## src/rtl/sd_cmd_host.sv

```systemverilog
// SD card host-side CMD line engine: serialises one 48-bit command frame with
// CRC7, then optionally collects a 48- or 136-bit response from the card.
//
// Request handshake: new_command is a level request that is only examined in
// IDLE. The command is taken on the clock edge where the block is IDLE and
// new_command=1. busy stays high from SEND through RECEIVE, and new_command is
// ignored during that time. cmd_complete is a one-clock completion strobe.
module sd_cmd_host #(
    parameter int NCR_MAX = 64
) (
    input  logic         clock,
    input  logic         reset,
    input  logic         new_command,
    input  logic [5:0]   cmd_index,
    input  logic [31:0]  cmd_argument,
    input  logic         timeout_enable,
    input  logic         cmd_pin_in,
    output logic         cmd_pin_out,
    output logic         cmd_pin_oe,
    output logic [135:0] response,
    output logic         response_valid,
    output logic         busy,
    output logic         cmd_complete,
    output logic         timeout_error,
    output logic [2:0]   state_dbg
);

    localparam int WAIT_W = $clog2(NCR_MAX + 1);

    typedef enum logic [2:0] {
        ST_IDLE      = 3'd0,
        ST_SEND      = 3'd1,
        ST_WAIT_RESP = 3'd2,
        ST_RECEIVE   = 3'd3,
        ST_DONE      = 3'd4
    } state_t;

    state_t             state;
    state_t             state_nx;
    logic [47:0]        tx_shift;
    logic [5:0]         idx_q;
    logic [7:0]         bit_cnt;
    logic [WAIT_W-1:0]  wait_cnt;
    logic [6:0]         crc;
    logic               long_resp;
    logic               no_resp;
    logic               send_last;
    logic               rx_last;
    logic               wait_expired;

    // CRC7 (x^7 + x^3 + 1), zero seed, MSB-first over the 40 header bits.
    function automatic logic [6:0] crc7(input logic [39:0] data);
        logic [6:0] c;
        logic       fb;
        c = '0;
        for (int i = 39; i >= 0; i--) begin
            fb = data[i] ^ c[6];
            c  = {c[5:0], 1'b0};
            if (fb) c = c ^ 7'h09;
        end
        return c;
    endfunction

    // CRC of the command being presented, so the full frame loads on accept.
    always_comb begin
        crc = crc7({2'b01, cmd_index, cmd_argument});
    end

    assign long_resp = (idx_q == 6'd2) || (idx_q == 6'd9) || (idx_q == 6'd10);
    assign no_resp   = (idx_q == 6'd0);
    assign send_last = (bit_cnt == 8'd47);
    // bit_cnt holds the number of response bits already captured.
    assign rx_last   = (bit_cnt == (long_resp ? 8'd135 : 8'd47));
    // WAIT_RESP lasts NCR_MAX-1 clocks, so DONE lands NCR_MAX clocks after the end bit.
    assign wait_expired = timeout_enable && (wait_cnt >= WAIT_W'(NCR_MAX - 2));

    // State register.
    always_ff @(posedge clock or negedge reset) begin
        if (!reset) state <= ST_IDLE;
        else        state <= state_nx;
    end

    // Next-state logic.
    always_comb begin
        state_nx = state;
        case (state)
            ST_IDLE:      if (new_command) state_nx = ST_SEND;
            ST_SEND:      if (send_last) state_nx = no_resp ? ST_DONE : ST_WAIT_RESP;
            ST_WAIT_RESP: begin
                if (!cmd_pin_in)       state_nx = ST_RECEIVE;
                else if (wait_expired) state_nx = ST_DONE;
            end
            ST_RECEIVE:   if (rx_last) state_nx = ST_DONE;
            ST_DONE:      state_nx = ST_IDLE;
            default:      state_nx = ST_IDLE;
        endcase
    end

    // Outputs decoded from state; the line idles high and released.
    always_comb begin
        cmd_pin_oe   = (state == ST_SEND);
        cmd_pin_out  = (state == ST_SEND) ? tx_shift[47] : 1'b1;
        busy         = (state == ST_SEND) || (state == ST_WAIT_RESP) || (state == ST_RECEIVE);
        cmd_complete = (state == ST_DONE);
        state_dbg    = state;
    end

    // Datapath: frame shifter, counters, response capture and status flags.
    always_ff @(posedge clock or negedge reset) begin
        if (!reset) begin
            tx_shift       <= '1;
            idx_q          <= '0;
            bit_cnt        <= '0;
            wait_cnt       <= '0;
            response       <= '0;
            response_valid <= 1'b0;
            timeout_error  <= 1'b0;
        end else begin
            case (state)
                ST_IDLE: begin
                    if (new_command) begin
                        idx_q          <= cmd_index;
                        tx_shift       <= {2'b01, cmd_index, cmd_argument, crc, 1'b1};
                        bit_cnt        <= '0;
                        wait_cnt       <= '0;
                        response       <= '0;
                        response_valid <= 1'b0;
                        timeout_error  <= 1'b0;
                    end
                end
                ST_SEND: begin
                    tx_shift <= {tx_shift[46:0], 1'b1};
                    bit_cnt  <= send_last ? 8'd0 : bit_cnt + 8'd1;
                end
                ST_WAIT_RESP: begin
                    if (!cmd_pin_in) begin
                        // Start bit becomes the first captured response bit.
                        response <= {response[134:0], 1'b0};
                        bit_cnt  <= 8'd1;
                    end else if (wait_expired) begin
                        timeout_error <= 1'b1;
                    end else if (wait_cnt != WAIT_W'(NCR_MAX - 1)) begin
                        wait_cnt <= wait_cnt + 1'b1;
                    end
                end
                ST_RECEIVE: begin
                    response <= {response[134:0], cmd_pin_in};
                    if (rx_last) begin
                        response_valid <= 1'b1;
                        bit_cnt        <= '0;
                    end else begin
                        bit_cnt <= bit_cnt + 8'd1;
                    end
                end
                ST_DONE: begin
                    bit_cnt  <= '0;
                    wait_cnt <= '0;
                end
                default: ;
            endcase
        end
    end

endmodule

```

## config.mk

```make
export PLATFORM = sky130hd
export DESIGN_NAME = sd_cmd_host
export DESIGN_NICKNAME = d
export VERILOG_FILES = /design/src/rtl/sd_cmd_host.sv
export SDC_FILE = /design/constraint.sdc
export NUM_CORES = 1
export LEC_CHECK = 0
export CORE_MARGIN = 2
export CORE_UTILIZATION = 35
export CTS_BUF_LIST = sky130_fd_sc_hd__clkbuf_8 sky130_fd_sc_hd__clkbuf_16
export CTS_CLUSTER_DIAMETER = 80
export DETAILED_ROUTE_END_ITERATION = 10
export PLACE_DENSITY = 0.59
export SLEW_MARGIN = 20
export SYNTH_ARGS = -nofsm -noshare
export SYNTH_HDL_FRONTEND = slang
export SYNTH_SLANG_ARGS = --single-unit
```

## constraint.sdc

```tcl
create_clock -name clock -period 5 [get_ports clock]
set_input_delay 1.5 -clock clock [delete_from_list [all_inputs] [get_ports clock]]
set_output_delay 1.5 -clock clock [all_outputs]
set_load 0.03 [all_outputs]
```

# [Word level (Yosys, flattened, before mapping)]
# Cells that the tools add are included.
# Widths: inputs -> output; s select.
[totals] register_bits=210 input_bits=43 out_inout_bits=145
[op_classes] add_sub_neg=2 n_lt_le_gt_ge=1 n_eq_ne=19 mux=68 bitwise_logic=74 reduce_logical=21
[op_table] operator="$pmux 136 s3" n=1
[op_table] operator="$mux 136" n=2
[op_table] operator="$mux 4" n=38
[op_table] operator="$pmux 48 s2" n=1
[op_table] operator="$not 2->2" n=37
[op_table] operator="$mux 48" n=1
[op_table] operator="$mux 8" n=5
[op_table] operator="$pmux 8 s5" n=1
[op_table] operator="$xor 1x1->1" n=34
[op_table] operator="$mux 7" n=4
[op_table] operator="$pmux 7 s3" n=1
[op_table] operator="$mux 3" n=6
[op_table] operator="$eq 6x4->1 const B" n=2
[op_table] operator="$ne 2x2->1 const B" n=6
[op_table] operator="$pmux 3 s4" n=1
[op_table] operator="$reduce_and 3->1" n=3
[op_table] operator="$add 8x1->8 const B" n=1
[op_table] operator="$eq 8x6->1 const B" n=1
[op_table] operator="$eq 8x8->1" n=1
[op_table] operator="$reduce_and 4->1" n=2
[op_table] operator="$add 7x1->7 const B" n=1
[op_table] operator="$ge 7x6->1 const B" n=1
[op_table] operator="$ne 7x6->1 const B" n=1
[op_table] operator="$eq 3x2->1 const B" n=2
[op_table] operator="17 further kinds" n=32

# [Logic depth before layout (Yosys ltp)]
# Gate-level depths: netlist (run 1).
[logic_depth] ltp_word=77 mapped_depth=8

# [Least setup slack after synthesis (run 1)]
# Ideal clock, no wire load.
[synth_timing] path_type="input -> register" startpoint="in cmd_index[5]" endpoint="reg tx_shift[6]" arrival_time_ps=3457 required_ps=4928 path_slack_ps=1471 path_stages=6 path_buffers=0 cell_sequence="xor3_2 > xnor3_1 > xnor3_1 > xnor3_2 > xnor3_1 > o21ai_1"
[synth_between] elab_chain_len=33 elab_cells_between_ends=73 classes_between="mux (38); bitwise (35)"
[synth_lines] element="start: declaration" line="14" rtl="input logic [5:0] cmd_index,"
[synth_lines] element="$mux 4 *" line="59" rtl="if (fb) c = c ^ 7'h09;"
[synth_lines] element="$xor 1x1->1 / $mux 4 (equally long branches)" line="57, 59"
[synth_lines] element="$mux 4" line="59"
[synth_lines] element="$mux 4 / $not 2->2 (equally long branches)"
[synth_lines] element="$mux 4" line="59"
[synth_lines] element="$not 2->2 (no line) / $xor 1x1->1 (equally long branches)"
[synth_lines] element="$mux 4" line="59"
[synth_lines] element="$xor 1x1->1 / $mux 4 (equally long branches)" line="57, 59"
[synth_lines] element="[... 17 more ...]"
[synth_lines] element="$xor 1x1->1 / $mux 4 (equally long branches)" line="57, 59"
[synth_lines] element="$mux 4" line="59"
[synth_lines] element="$mux 4 / $not 2->2 (equally long branches)"
[synth_lines] element="$mux 4" line="59"
[synth_lines] element="$not 2->2 (no line) / $xor 1x1->1 (equally long branches)"
[synth_lines] element="$mux 4 *" line="59"
[synth_lines] element="$mux 48 *" line="121" rtl="if (new_command) begin"
[synth_lines] element="$pmux 48 s2 *" line="119" rtl="case (state)"
[synth_lines] element="end signal: assignment" line="123" rtl="tx_shift <= {2'b01, cmd_index, cmd_argument, crc, 1'b1};"
[synth_lines] element="end signal: assignment" line="132" rtl="tx_shift <= {tx_shift[46:0], 1'b1};"
[synth_lines] element="end: declaration" line="40" rtl="logic [47:0] tx_shift;"
# Mark *: on every way between the ends. The rest lies on a longest branch, timed or not. The select of a mux whose other input is x is not followed.
# A chain may end at the register's enable or synchronous reset.

# [Worst setup path in the final report (run 1)]
[layout_timing] startpoint="reg state[2] (netlist: state_dbg[2])" endpoint="out cmd_pin_oe"
[layout_between] elab_chain_len=1
[layout_lines] element="start: declaration" line="38" rtl="state_t state;"
[layout_lines] element="start signal: assignment" line="80" rtl="else state <= state_nx;"
[layout_lines] element="$eq 3x1->1" line="101" rtl="cmd_pin_oe = (state == ST_SEND);"
[layout_lines] element="end: declaration" line="19" rtl="output logic cmd_pin_oe,"
# No other way between the ends.

==> flow_metrics.env, run 1 <==
export IMPL_netlist_instances=740
export IMPL_p_int_uw=4220
export IMPL_place_detailed_hpwl_mm=15.4
export IMPL_hp_class="reg -> reg"
export IMPL_portBuffers=187
export IMPL_area_delta_synth_final_pct=34.2
export IMPL_grt_pass1_vias=6355
export IMPL_tns_ns=0
export IMPL_cts_hold_fix_buffers=0
export IMPL_gp_congestion=0.847
export IMPL_max_vdd_ir_drop_uv=293
export IMPL_vias=6506
export IMPL_period_minus_slack_ns=3.95
export IMPL_synth_fp_nets=786
export IMPL_gr_total_overflow=0
export IMPL_netlist_top_cell_by_area="dfrtp_1"
export IMPL_drtPass1Iterations=4
export IMPL_core_area_um2=25300
export IMPL_setup_violations_final=0
export IMPL_place_area_um2=11300
export IMPL_synthMostInstantiatedCell="dfrtp_1"
export IMPL_async_flop_share=1.00
export IMPL_p_clk_frac=0.279
export IMPL_cts_buffers=24
export IMPL_cp_start_kind="flip-flop"
export IMPL_clock_latency_ns=0.51
export IMPL_track_usage=0.166
export IMPL_pwr_share_comb=0.368
export IMPL_drtIter0Drc=459
export IMPL_cp_required_ns=3.50
export IMPL_pwr_share_seq=0.353
export IMPL_maxSlewViolCount=0
export IMPL_switchingPower_uw=2380
export IMPL_clock_path_buffers=3
export IMPL_clk_pin_slew_ns=0.06
export IMPL_htreeDepth=1
export IMPL_maxCapViolations=0
export IMPL_drive_above_1_share=0.122
export IMPL_cts_sinks=209
export IMPL_power_density_nw_per_um2=544
export IMPL_finalNetCount=960
export IMPL_dieArea_um2=27100
export IMPL_ant_nets=0
export IMPL_synth_edf_count=0
export IMPL_cts_tree="built"
export IMPL_n_antenna_cell=0
export IMPL_ys_ff_latch=209
export IMPL_tightest_slew_ns=0.999
export IMPL_ys_flop_type="dfrtp_1"
export IMPL_postCtsSetupRepairBufs=0
export IMPL_synth_avg_cell_area_um2=12.2
export IMPL_grt_max_degree=78
export IMPL_ys_types=51
export IMPL_multi_input_area_um2=3560
export IMPL_routed_wl_mm=22.6
export IMPL_synth_top_area_share=0.448
export IMPL_start_util=0.358
export IMPL_fin_skew_ns=0.00977
export IMPL_power_leakage_uw=0.00542
export IMPL_outcome="finished clean"
export IMPL_io_pins=188
export IMPL_fillCellCount=2323
export IMPL_grt_setup_unrepaired="false"
export IMPL_grt_first_pass_wirelength_mm=36.0
export IMPL_hold_viol=0
export IMPL_worstPathArrival_ns=2.45
export IMPL_seq_area_frac_synth=0.585
export IMPL_cts_resized=0
export IMPL_path_max_fanout=20
export IMPL_synth_common_cells="162 x dfrtp_1, 135 x a22o_1, 85 x nor2_1"
export IMPL_die_width_um=165
export IMPL_antenna_found_initial=0
export IMPL_syn_cell_area_um2=9040
export IMPL_fmax_mhz=253
export IMPL_drc=0
export IMPL_yosys_warnings=0
export IMPL_wl_per_cell_um=17.9
export IMPL_die_height_um=165
export IMPL_root_buffer="clkbuf_16"
export IMPL_seqCellArea_um2=5290
export IMPL_slew_headroom=0.331
export IMPL_via_per_inst=5.16
export IMPL_synth_top_cells_by_area="dfrtp_1 45%, dfstp_2 14%, a22o_1 13%"
export IMPL_final_area_um2=12100
export IMPL_fin_crit_sh=0.791
export IMPL_path_class="reg -> out"
export IMPL_rows=58
export IMPL_swShare=0.361
export IMPL_cp_end_kind="output port"
==> critical path: stages (launching register included) <==
cell and delay (ns):
dfrtp_1 0.59, nor2_1 0.22, nand2_1 0.10, inv_1 0.08, buf_4 0.24, clkdlybuf4s50_1 0.71
==> power groups by stage <==
stage          logic (uW)  clock network, uW  registers, uW
2_1_floorplan        1740                  0           2360
3_3_place_gp         2430                  0           2350
3_5_place_dp         2450                  0           2360
4_1_cts              2460               1900           2330
5_1_grt              2710               1960           2370
6_report             2430               1850           2330
==> cells in the final DEF, fill, tap and decap left out, drive strengths merged, types with 3 or more instances in the layout <==
cell type,instances
buf,12
dfstp,47
o22ai,30
o2111ai,4
ha,3
a21oi,7
a21o,3
a22oi,15
nor3,4
a22o,135
nand2,55
clkbuf,29
clkinv,9
nor3b,3
xor3,6
or3,3
nand3,4
bufinv,4
and3,4
dfrtp,162
clkdlybuf4s50,186
xor2,11
o21bai,3
nand2b,4
o21ai,16
xnor2,34
nor2,85
and2,3
xnor3,17
inv,9
==> kinds of logic after synthesis <==
| kind of cell | after synthesis | share of synthesized area |
|---|---|---|
| fa+ha+maj | 3 | 0.00415 |
| simple gates | 172 | 0.0805 |
| xor+xnor | 68 | 0.104 |
| buf+inv | 57 | 0.0237 |
| mux | 2 | 0.00235 |
| compound gates | 229 | 0.200 |
| flops | 209 | 0.585 |
==> final timing paths <==
kind / slack (ns) / end / startpoint / depth (start not counted)
setup / recovery: 1.05 / cmd_pin_oe / state_dbg[2]$_DFFE_PN0P_ / 5
hold / removal: 0.45 / tx_shift[47]$_DFFE_PN1P_ / tx_shift[46]$_DFFE_PN1P_ / 2
setup reg to reg: 2.57 / tx_shift[6]$_DFFE_PN1P_ / state_dbg[1]$_DFFE_PN0P_ / 7
hold reg to reg: 0.45 / tx_shift[47]$_DFFE_PN1P_ / tx_shift[46]$_DFFE_PN1P_ / 2
max in group asynchronous: 3.07 / response[58]$_DFFE_PN0P_ / reset / 2
min in group asynchronous: 0.98 / wait_cnt[3]$_DFFE_PN0P_ / reset / 1
==> per-stage QoR <==
stage	setup slack [ns]	utilization	power, uW	hold WS, ns	std cells
final	1.05	0.481	6610	0.452	1262
after global routing	0.931	0.481	7040	0.461	1262
after CTS	1.02	0.480	6690	0.455	1262
after detailed placement	0.740	0.447	4810	0.445	1218
after global placement	0.782	0.447	4790	0.443	1218
after floorplan	1.47	-	4100	0.435	740
==> layer usage <==
metal / wire length [um] / track usage / vias to the layer above
li1: - / - / 3066
met2: 10100 / 0.245 / 178
met5: 0 / 0 / -
met3: 1110 / 0.0291 / 37
met4: 614 / 0.0482 / 0
met1: 10800 / 0.250 / 3225
==> state kept, by name (all words and copies together) (netlist names) <==
name            flops
tx_shift           47
response          136
timeout_error       1
response_valid      1
wait_cnt            7
bit_cnt             8
idx_q               6
state_dbg           3
==> final cells by class <==
cell class	count	share of cell area
Multi-Input combinational cell	474	0.294
Inverter	6	0.00186
Timing Repair Buffer	199	0.165
Tap cell	330	0.0340
Clock inverter	16	0.0147
Sequential cell	209	0.436
Clock buffer	28	0.0549
Note: power is estimated with default switching activity, not from simulation.
==> run 2: changes to the inputs <==
PLACE_DENSITY = 0.61   (was 0.59)
clock period = 3.2 ns   (was 5 ns; I/O delays follow)
==> run 2 against run 1 <==
  * Cell count up 3.1%
  * Combinational power up 77%
  * Non-clock buffer count up 46
  * Clock-buffer cell count up 1
  * Clock power up 47%
==> flow_metrics.env, run 2 (synthesis results as in run 1) <==
export IMPL_core_area_um2=25300
export IMPL_clock_path_buffers=3
export IMPL_die_height_um=165
export IMPL_utilization=0.495
export IMPL_fin_skew_ns=0.0125
export IMPL_crit_path_top_delay_cell="clkdlybuf4s50_1"
export IMPL_maxCapViolations=0
export IMPL_slew_headroom=0.574
export IMPL_setup_violations_final=0
export IMPL_top_regs="response x136, tx_shift x47, bit_cnt x8"
export IMPL_clock_latency_ns=0.51
export IMPL_top_register="response"
export IMPL_worstPathArrival_ns=3.57
export IMPL_rows=58
export IMPL_fmax_mhz=318
export IMPL_dieArea_um2=27100
export IMPL_grt_pass1_vias=6753
export IMPL_ant_nets=0
export IMPL_finalNetCount=1006
export IMPL_gr_total_overflow=0
export IMPL_htreeDepth=1
export IMPL_root_buffer="clkbuf_16"
export IMPL_place_detailed_hpwl_mm=16.0
export IMPL_cts_tree="built"
export IMPL_vias=6654
export IMPL_track_usage=0.173
export IMPL_clk_pin_slew_ns=0.06
export IMPL_path_max_fanout=2
export IMPL_drtIter0Drc=400
export IMPL_drive_above_1_share=0.161
export IMPL_cp_start_kind="input port"
export IMPL_max_vdd_ir_drop_uv=526
export IMPL_die_width_um=165
export IMPL_period_minus_slack_ns=3.14
export IMPL_hold_viol=0
export IMPL_layout_common_cells="185 x clkdlybuf4s50_1, 162 x dfrtp_1, 135 x a22o_1, 85 x nor2_1, 55 x nand2_1"
export IMPL_portBuffers=187
export IMPL_grt_first_pass_wirelength_mm=37.4
export IMPL_final_common_cell="clkdlybuf4s50_1"
export IMPL_fillCellCount=2270
export IMPL_cts_hold_fix_buffers=0
export IMPL_routed_wl_mm=23.2
export IMPL_antenna_found_initial=0
export IMPL_maxSlewViolCount=0
export IMPL_drtPass1Iterations=4
export IMPL_drc=0
export IMPL_fin_crit_sh=0.982
export IMPL_grt_setup_unrepaired="false"
export IMPL_via_per_inst=5.11
export IMPL_cp_end_kind="flip-flop"
export IMPL_crit_path_max_incr_delay_ns=0.50
export IMPL_cts_buffers=24
export IMPL_crit_chain="clkdlybuf4s50_1, xor3_2, xnor3_2, xnor3_1, xnor3_2, buf_4, xnor3_1, o21ai_0"
export IMPL_outcome="finished clean"
export IMPL_io_pins=188
export IMPL_cts_sinks=209
export IMPL_tightest_slew_ns=0.638
export IMPL_grt_max_degree=73
export IMPL_postCtsSetupRepairBufs=0
export IMPL_largest_register_ff_count=136
export IMPL_tns_ns=0
export IMPL_multi_input_area_um2=3560
export IMPL_area_delta_synth_final_pct=38.3
export IMPL_wl_per_cell_um=17.8
export IMPL_n_antenna_cell=0
export IMPL_cp_required_ns=3.63
export IMPL_path_class="in -> reg"
export IMPL_seqCellArea_um2=5290
export IMPL_hp_class="reg -> reg"
export IMPL_start_util=0.358
export IMPL_power_leakage_uw=0.00565
export IMPL_power_density_nw_per_um2=848
export IMPL_gp_congestion=0.831
[run 2: worst max-delay path, delay by kind of cell]
kind                   cells  cell delay, ns
buffers and inverters      2            0.65
XOR/XNOR                   5            1.77
AO/OA/AOI/OAI              1            0.19
[run 2: final cells by class]
type | instances | share of cell area
sequential | 209 | 0.423
inverter | 6 | 0.00180
timing repair buffer | 245 | 0.196
clock buffer | 29 | 0.0553
multi-input combinational | 474 | 0.285
clock inverter | 8 | 0.00700
tap | 330 | 0.0330
[run 2: what timing repair did]
item | in CTS | in global routing
endpoints found under the setup margin | 0 | 1
hold endpoints to repair | 0 | 0
gates resized for setup | 0 | 2
[run 2: metrics by stage]
step / instance area, um^2 / cells / hold WS, ns / total power (uW) / worst slack (ns)
2_1_floorplan: 9040 / 740 / 0.435 / 6410 / 0.211
3_3_place_gp: 11700 / 1264 / 0.443 / 7890 / -0.410
3_5_place_dp: 11700 / 1264 / 0.446 / 7950 / -0.495
4_1_cts: 12500 / 1301 / 0.455 / 10700 / 0.0388
5_1_grt: 12500 / 1301 / 0.465 / 11300 / 0.0234
6_report: 12500 / 1301 / 0.449 / 10600 / 0.0590
[run 2: final timing paths]
check | start | slack (ns) | depth (start not counted) | end
max | cmd_index[5] | 0.06 | 8 | tx_shift[7]$_DFFE_PN1P_
min | tx_shift[46]$_DFFE_PN1P_ | 0.45 | 2 | tx_shift[47]$_DFFE_PN1P_
max reg2reg | idx_q[2]$_DFFE_PN0P_ | 1.12 | 6 | state_dbg[1]$_DFFE_PN0P_
min reg2reg | tx_shift[46]$_DFFE_PN1P_ | 0.45 | 2 | tx_shift[47]$_DFFE_PN1P_
max in group asynchronous | reset | 1.94 | 2 | response[59]$_DFFE_PN0P_
min in group asynchronous | reset | 0.48 | 1 | response[121]$_DFFE_PN0P_
[run 2: metal layers]
layer / wire length, um / global-route usage / up-vias
li1: - / - / 3147
met1: 10900 / 0.253 / 3310
met2: 10700 / 0.268 / 163
met3: 1100 / 0.0289 / 34
met4: 488 / 0.0439 / 0
met5: 0 / 0 / -
[run 2: report_power, final]
group	leakage, uW	switching (uW)	internal, uW
Sequential	0.00274	284	3300
Clock	0.000397	1050	1670
Combinational	0.00251	2450	1850
Total	0.00565	3780	6820
==> run 3: changes to the inputs <==
CORE_ASPECT_RATIO = 1.5   (was default)
CORE_UTILIZATION = 46   (was 35)
PLACE_DENSITY = 0.77   (was 0.61)
==> run 3 against run 2 <==
  * Sequential power is essentially flat
  * Core utilization increased by 15 points
  * Hold slack got worse by 0.022 ns
  * Cell count down 5.5%
  * Worst setup slack gained 0.064 ns
  * Combinational power increased by 1%
  * Largest power group unchanged
  * Highest routed layer unchanged
==> flow_metrics.env, run 3 (synthesis results as in run 1) <==
export IMPL_via_per_inst=5.55
export IMPL_slew_headroom=0.330
export IMPL_final_common_cell="clkdlybuf4s50_1"
export IMPL_grt_max_degree=73
export IMPL_m1WireLength_mm=9.31
export IMPL_cts_buffers=21
export IMPL_route_met2_wl_mm=11.7
export IMPL_fin_skew_ns=0.0153
export IMPL_n_antenna_cell=0
export IMPL_largest_register_ff_count=136
export IMPL_crit_chain="clkdlybuf4s50_1, xnor3_2, xnor3_2, xnor2_2, xnor3_2, xnor3_1, o21ai_1"
export IMPL_max_vdd_ir_drop_uv=839
export IMPL_maxCapViolations=0
export IMPL_rows=62
export IMPL_clock_path_buffers=3
export IMPL_wl_per_cell_um=18.6
export IMPL_tightest_slew_ns=1.00
export IMPL_grt_first_pass_wirelength_mm=36.9
export IMPL_power_leakage_uw=0.00560
export IMPL_cp_start_kind="input port"
export IMPL_cp_required_ns=3.63
export IMPL_drtIter0Drc=463
export IMPL_outcome="finished clean"
export IMPL_clock_latency_ns=0.50
export IMPL_start_util=0.470
export IMPL_root_buffer="clkbuf_16"
export IMPL_crit_path_top_delay_cell="clkdlybuf4s50_1"
export IMPL_path_max_fanout=2
export IMPL_maxSlewViolCount=0
export IMPL_drc=0
export IMPL_fmax_mhz=325
export IMPL_io_pins=188
export IMPL_cts_sinks=209
export IMPL_die_width_um=118
export IMPL_crit_path_max_incr_delay_ns=0.51
export IMPL_htreeDepth=1
export IMPL_hp_class="in -> async"
export IMPL_track_usage=0.219
export IMPL_period_minus_slack_ns=3.08
export IMPL_setup_violations_final=0
export IMPL_fin_crit_sh=0.961
export IMPL_wl_met3_mm=1.05
export IMPL_highest_layer="met4"
export IMPL_dieArea_um2=20800
export IMPL_antenna_found_initial=0
export IMPL_gr_total_overflow=0
export IMPL_timing_final_ws_setup_ns=0.123
export IMPL_gp_congestion=0.821
export IMPL_area_delta_synth_final_pct=36.4
export IMPL_top_register="response"
export IMPL_place_detailed_hpwl_mm=16.2
export IMPL_drive_above_1_share=0.164
export IMPL_path_class="in -> reg"
export IMPL_die_height_um=176
export IMPL_hold_viol=0
export IMPL_routed_wl_mm=22.9
export IMPL_layout_common_cells="185 x clkdlybuf4s50_1, 162 x dfrtp_1, 135 x a22o_1, 85 x nor2_1, 55 x nand2_1"
export IMPL_vias=6827
export IMPL_fillCellCount=1490
export IMPL_core_area_um2=19200
export IMPL_cts_tree="built"
export IMPL_power_density_nw_per_um2=836
export IMPL_finalNetCount=1005
export IMPL_drtPass1Iterations=4
export IMPL_ant_nets=0
export IMPL_clk_pin_slew_ns=0.06
export IMPL_cp_end_kind="flip-flop"
export IMPL_cpMostUsedCell="xnor3_2"
export IMPL_postCtsSetupRepairBufs=0
export IMPL_grt_pass1_vias=6810
export IMPL_post_place_ws_ns=-0.451
export IMPL_utilization=0.641
export IMPL_top_regs="response x136, tx_shift x47, bit_cnt x8"
export IMPL_worstPathArrival_ns=3.50
export IMPL_grt_setup_unrepaired="false"
export IMPL_portBuffers=187
## run 3: path summary, 6_finish.rpt
kind	cells after the start	start	slack, ns	to
setup / recovery	7	cmd_argument[28]	0.12	tx_shift[6]$_DFFE_PN1P_
hold / removal	1	reset	0.43	response[56]$_DFFE_PN0P_
max in group asynchronous	2	reset	1.94	tx_shift[16]$_DFFE_PN1P_
hold reg to reg	2	tx_shift[45]$_DFFE_PN1P_	0.45	tx_shift[45]$_DFFE_PN1P_
min in group clock	2	tx_shift[45]$_DFFE_PN1P_	0.45	tx_shift[45]$_DFFE_PN1P_
setup reg to reg	8	state_dbg[1]$_DFFE_PN0P_	0.81	tx_shift[2]$_DFFE_PN1P_
## run 3: critical path: cells and delay by family
family | cells | cell delay (ns)
compound gates | 1 | 0.12
buf+inv | 1 | 0.51
xor+xnor | 5 | 1.90
## run 3: power by group
group | leakage, uW | switching (uW) | internal [uW]
clock network | 0.000336 | 1020 | 1360
logic | 0.00253 | 2450 | 1900
registers | 0.00274 | 285 | 3290
## run 3: cell type report
| type | instances | area (um^2) | area share |
|---|---|---|---|
| inverters | 6 | 22.5 | 0.00183 |
| flip-flops and latches | 209 | 5290 | 0.429 |
| clock inverters | 14 | 108 | 0.00872 |
| clock buffers | 24 | 567 | 0.0459 |
| well taps | 256 | 320 | 0.0260 |
| multi-input cells | 474 | 3570 | 0.289 |
| repair buffers | 247 | 2460 | 0.199 |
## run 3: metal layers
layer	track usage	vias to the layer above
met5	0	-
met2	0.377	217
li1	-	3136
met3	0.0279	55
met4	0.0898	0
met1	0.282	3419
## run 3: repair_timing
| item | in CTS | in global routing |
|---|---|---|
| hold endpoints to repair | 0 | 0 |
| gates resized for setup | 0 | 4 |
| setup endpoints to repair | 0 | 3 |
| hold buffers | 0 | 0 |
## run 3: through the flow
step / power, uW / setup TNS [ns] / hold WS, ns / cells / instance area, um^2
floorplan: 6410 / 0 / 0.435 / 740 / 9040
global placement: 7850 / -2.15 / 0.442 / 1192 / 11700
detailed placement: 7960 / -2.54 / 0.445 / 1192 / 11700
CTS: 10400 / 0 / 0.438 / 1230 / 12300
global route: 10900 / 0 / 0.452 / 1230 / 12300
finish: 10300 / 0 / 0.428 / 1230 / 12300
